### config.mk
export PLATFORM = sky130hd
export DESIGN_NAME = wb_sdram_arbiter
export DESIGN_NICKNAME = d
export VERILOG_FILES = /design/src/rtl/wb_sdram_arbiter.sv
export SDC_FILE = /design/constraint.sdc
export NUM_CORES = 1
export LEC_CHECK = 0
export ABC_AREA = 0
export BUFFER_PORTS_ARGS = -buffer_cell sky130_fd_sc_hd__buf_4
export CAP_MARGIN = 15
export CORE_AREA = 2 2 124 126
export DETAILED_ROUTE_END_ITERATION = 8
export DIE_AREA = 0 0 126 128
export PLACE_DENSITY = 0.47
export SKIP_LAST_GASP = 1
export SYNTH_ARGS = -nofsm -noshare
export SYNTH_HDL_FRONTEND = slang
export SYNTH_SLANG_ARGS = --single-unit
### constraint.sdc
create_clock -name wb_clk_i -period 3.25 [get_ports wb_clk_i]
set_input_delay 0.65 -clock wb_clk_i [delete_from_list [all_inputs] [get_ports wb_clk_i]]
set_output_delay 0.65 -clock wb_clk_i [all_outputs]
set_load 0.05 [all_outputs]
### src/rtl/wb_sdram_arbiter.sv
// wb_sdram_arbiter: two-master Wishbone B3 classic arbiter in front of one SDRAM port.
// Whole-cycle grants with round-robin or fixed priority, plus a per-transfer ack watchdog.
module wb_sdram_arbiter #(
  parameter int AW             = 32,
  parameter int DW             = 32,
  parameter bit ROUND_ROBIN    = 1'b1,
  parameter int TIMEOUT_CYCLES = 1023,
  parameter int TO_W           = 10
) (
  input  logic            wb_clk_i,
  input  logic            wb_rst_i,
  input  logic [AW-1:0]   m0_adr_i,
  input  logic [DW-1:0]   m0_dat_i,
  input  logic [DW/8-1:0] m0_sel_i,
  input  logic            m0_we_i,
  input  logic            m0_cyc_i,
  input  logic            m0_stb_i,
  output logic [DW-1:0]   m0_dat_o,
  output logic            m0_ack_o,
  output logic            m0_err_o,
  input  logic [AW-1:0]   m1_adr_i,
  input  logic [DW-1:0]   m1_dat_i,
  input  logic [DW/8-1:0] m1_sel_i,
  input  logic            m1_we_i,
  input  logic            m1_cyc_i,
  input  logic            m1_stb_i,
  output logic [DW-1:0]   m1_dat_o,
  output logic            m1_ack_o,
  output logic            m1_err_o,
  output logic [AW-1:0]   s_adr_o,
  output logic [DW-1:0]   s_dat_o,
  output logic [DW/8-1:0] s_sel_o,
  output logic            s_we_o,
  output logic            s_cyc_o,
  output logic            s_stb_o,
  input  logic [DW-1:0]   s_dat_i,
  input  logic            s_ack_i,
  input  logic            s_err_i,
  output logic [1:0]      grant_o
);
  typedef enum logic [1:0] {IDLE, G0, G1} state_t;
  localparam logic [TO_W-1:0] TO_LAST = TO_W'(TIMEOUT_CYCLES - 1);
  state_t          state_q, state_d;
  logic            last_q, last_d;
  logic [TO_W-1:0] cnt_q, cnt_d;
  logic [1:0]      grant;
  logic            stb_raw, done, fire;
  always_ff @(posedge wb_clk_i) begin
    if (wb_rst_i) begin
      state_q <= IDLE;
      last_q  <= 1'b1;
      cnt_q   <= '0;
    end else begin
      state_q <= state_d;
      last_q  <= last_d;
      cnt_q   <= cnt_d;
    end
  end
  // last_q=1 means m1 was served last, so m0 wins the next tie under round-robin
  always_comb begin
    state_d = state_q;
    last_d  = last_q;
    case (state_q)
      IDLE:
        if (m0_cyc_i && m1_cyc_i) state_d = (ROUND_ROBIN && last_q) ? G0 : G1;
        else if (m0_cyc_i) state_d = G0;
        else if (m1_cyc_i) state_d = G1;
      G0:
        if (!m0_cyc_i) begin
          state_d = IDLE;
          last_d  = 1'b0;
        end
      G1:
        if (!m1_cyc_i) begin
          state_d = IDLE;
          last_d  = 1'b1;
        end
      default: state_d = IDLE;
    endcase
  end
  assign grant   = {state_q == G1, state_q == G0};
  assign grant_o = grant;
  assign s_adr_o = grant[1] ? m1_adr_i : grant[0] ? m0_adr_i : '0;
  assign s_dat_o = grant[1] ? m1_dat_i : grant[0] ? m0_dat_i : '0;
  assign s_sel_o = grant[1] ? m1_sel_i : grant[0] ? m0_sel_i : '0;
  assign s_we_o  = (grant[1] & m1_we_i) | (grant[0] & m0_we_i);
  assign s_cyc_o = (grant[1] & m1_cyc_i) | (grant[0] & m0_cyc_i);
  assign stb_raw = (grant[1] & m1_stb_i) | (grant[0] & m0_stb_i);
  assign done    = s_ack_i | s_err_i;
  // Fire on the last allowed wait cycle; the strobe is withdrawn so the slave drops the access
  assign fire    = (TIMEOUT_CYCLES != 0) && stb_raw && !done && (cnt_q == TO_LAST);
  assign s_stb_o = stb_raw & ~fire;
  assign cnt_d   = (!stb_raw || done || fire) ? '0 : cnt_q + 1'b1;
  assign m0_dat_o = s_dat_i;
  assign m1_dat_o = s_dat_i;
  assign m0_ack_o = grant[0] & s_ack_i;
  assign m1_ack_o = grant[1] & s_ack_i;
  assign m0_err_o = grant[0] & (s_err_i | fire);
  assign m1_err_o = grant[1] & (s_err_i | fire);
endmodule
==> run_results.csv <==
group,metric,value,unit
clock_tree,tritoncts_num_sinks,13,
power,vdd_drop_max,0.0001569,V
grt,first_global_vias,2177,
synth,synth.most_common_cell,"sky130_fd_sc_hd__a22o_1",
routing,final_antenna_net_count,0,
finish,insertedDiodeCount,0,
synth,yosys-top-cells-area,"sky130_fd_sc_hd__a22o_1, sky130_fd_sc_hd__buf_4, sky130_fd_sc_hd__dfxtp_1",
die,width_of_the_die,126,um
routing,via_per_inst,3.988,
grt,antenna_found_initial,0,
finish,layout.core_utilization,21.87,%
routing,drt_first_pass_iters,4,
worst_setup_path,crit_path_start_kind,"flip-flop",
synth,syn-num-nets,404,
clock_tree,tritoncts,"yes",
place,dp_hpwl,7562,um
timing,min_period,2.409,ns
timing,final-hold-violation-count,0,
synth,ys.warnings.count,0,
die,top_level_ports,319,
die,initial_utilization,12.01,%
synth,yosysTopAreaCellShare,34.34,%
finish,layout.cells.non_filler,560,
timing,unrepaired_setup_endpoints_after_global_routing,"no",
clock_tree,cts.path.max_buffers,2,
place,detailedPlace.worstSlack,1.071,ns
routing,drc,0,
place,dpl-instance-area,0.003171,mm^2
die,fp.dieArea,0.01613,mm^2
power,totalPowerFinal,0.9986,mW
power,power_density,307.2,mW/mm^2
finish,finish.instance_area,0.003251,mm^2
power,power_leakage,1.633,nW
timing,relSlewSlack,70.88,%
timing,setup_tns,0,ns
worst_hold_path,hp-class,"flip-flop to flip-flop",
synth,synth_cell_types,27,
clock_tree,cts-resized-gates,0,
timing,timing_worst_slew_pin_value,0.4368,ns
worst_hold_path,worstHoldStart,"cnt_q[0]",
synth,number_of_synthesized_flops_with_an_enable_pin,0,
finish,area_delta_synth_final,82.06,%
run_status,run_status,"finished, final reports clean",
worst_setup_path,worst_setup_path_startpoint,"state_q[1]",
grt,global_route_wire_length_before_repair,12160,um
synth,synth_largest_area_cell,"sky130_fd_sc_hd__a22o_1",
routing,wl,8989,um
clock_tree,cts_max_level,1,
routing,detail_route.wl_per_cell,16.05,um
finish,drive_above_1_share,62.63,%
worst_setup_path,worst_setup_path_category,"flip-flop to output pin",
worst_setup_path,crit_fanout,32,
worst_setup_path,cp.arrival,1.76,ns
place,placement.io_buffers,222,
synth,synth.avg_cell_area,7.971,um^2
job,timing.max_cap.violations,0,
die,placementRows,45,
timing,finalHoldWorstSlack,0.4829,ns
clock_tree,root_buffer,"sky130_fd_sc_hd__clkbuf_16",
clock_tree,holdBufCountCts,0,
synth,synth_async_sr_flop_share,0,%
place,dp_cells,556,
timing,final.period_utilization,74.12,%
timing,clock_skew,0.005306,ns
routing,drt_initial_violations,54,
synth,synth_area,0.001785,mm^2
die,chipHeight,128,um
synth,synth.yosys.seq_area_share,14.58,%
place,gp_congestion,0.7567,
worst_setup_path,worst_r2r_startpoint,"state_q[0]",
worst_setup_path,cp_data_required_time,2.60,ns
worst_setup_path,worstSetupEndpointType,"output pin",
synth,syn-instance-count,224,
grt,grt_util_all_layers,9.718,%
clock_tree,insertion_delay,0.24,ns
timing,report.final.slew_viol_count,0,
timing,setup_slack,0.8412,ns
synth,netlist_top_cells_count,"sky130_fd_sc_hd__a22o_1, sky130_fd_sc_hd__buf_4, sky130_fd_sc_hd__nor2_1",
clock_tree,postCtsSetupRepairBufs,0,
synth,synth.ff_latch_count,13,
die,design.core.area,0.01486,mm^2
synth,ys_dominant_reg_cell,"sky130_fd_sc_hd__dfxtp_1",
clock_tree,cts_buf_count,3,
routing,detailroute.via_count,2233,
finish,finish.net_count,553,
clock_tree,cts.reportedPaths.clkPinSlew,0.05,ns
timing,setup_viol,0,
timing,clock.fmax,415.1,MHz
grt,grt_max_degree,41,
grt,total_global_routing_overflow,0,
-- cells in the final DEF, fill, tap and decap left out, drive strengths merged, types with 2 or more instances in the layout --
| cell type | instances |
|---|---|
| buf | 226 |
| ha | 2 |
| dfxtp | 13 |
| inv | 2 |
| nand2b | 2 |
| nor2b | 3 |
| nand2 | 4 |
| clkbuf | 3 |
| nor3 | 4 |
| and2 | 2 |
| and3 | 2 |
| a22o | 70 |
| a21oi | 2 |
| nor2 | 15 |
| nand3 | 5 |
| xor2 | 4 |
| xnor2 | 4 |
-- critical path, stage by stage (launching register included) --
cell	delay, ns
sky130_fd_sc_hd__dfxtp_1	0.43
sky130_fd_sc_hd__nor2b_4	0.23
sky130_fd_sc_hd__buf_4	0.37
sky130_fd_sc_hd__a22o_1	0.27
sky130_fd_sc_hd__buf_4	0.22
-- cell families after synthesis --
group           count (synthesis)  share of synthesized area (%)
buf+inv                        84                          31.88
compound gates                 77                          37.14
simple gates                   40                          11.07
flops                          13                          14.58
xor+xnor                        8                          3.924
fa+ha+maj                       2                          1.401
-- power by group --
part           switching (mW)  internal [mW]
Sequential            0.00458          0.163
Combinational           0.357          0.247
Clock                  0.0637          0.163
-- area by class of cell --
class,count,area (um^2)
fill,1651,11610
timing repair buffer,226,1697
multi-input combinational,127,970.9
sequential,13,260.3
tap,188,235.2
clock buffer,3,75.07
inverter,2,7.507
clock inverter,1,5.005
-- path summary, 6_finish.rpt --
check             end  slack [ns]  cells after the start
max reg2reg  cnt_q[2]        1.17                      5
min          cnt_q[0]        0.48                      1
min reg2reg  cnt_q[0]        0.48                      1
max            s_we_o        0.84                      4
-- layer usage --
metal  track usage [%]  vias to the layer above  routed length [um]  part of all wire [%]
li1                  -                     1056                   -                     -
met1             11.08                     1000                3316                    37
met2             17.14                      163                4543                    51
met3             3.798                       14                1006                    11
met4             2.262                        0                 123                   1.4
met5                 0                        -                   0                     0
-- state kept, by name, indices dropped and copies added, names as in the netlist --
register  count
state_q       2
cnt_q        10
last_q        1
(Power assumes the default switching activity.)
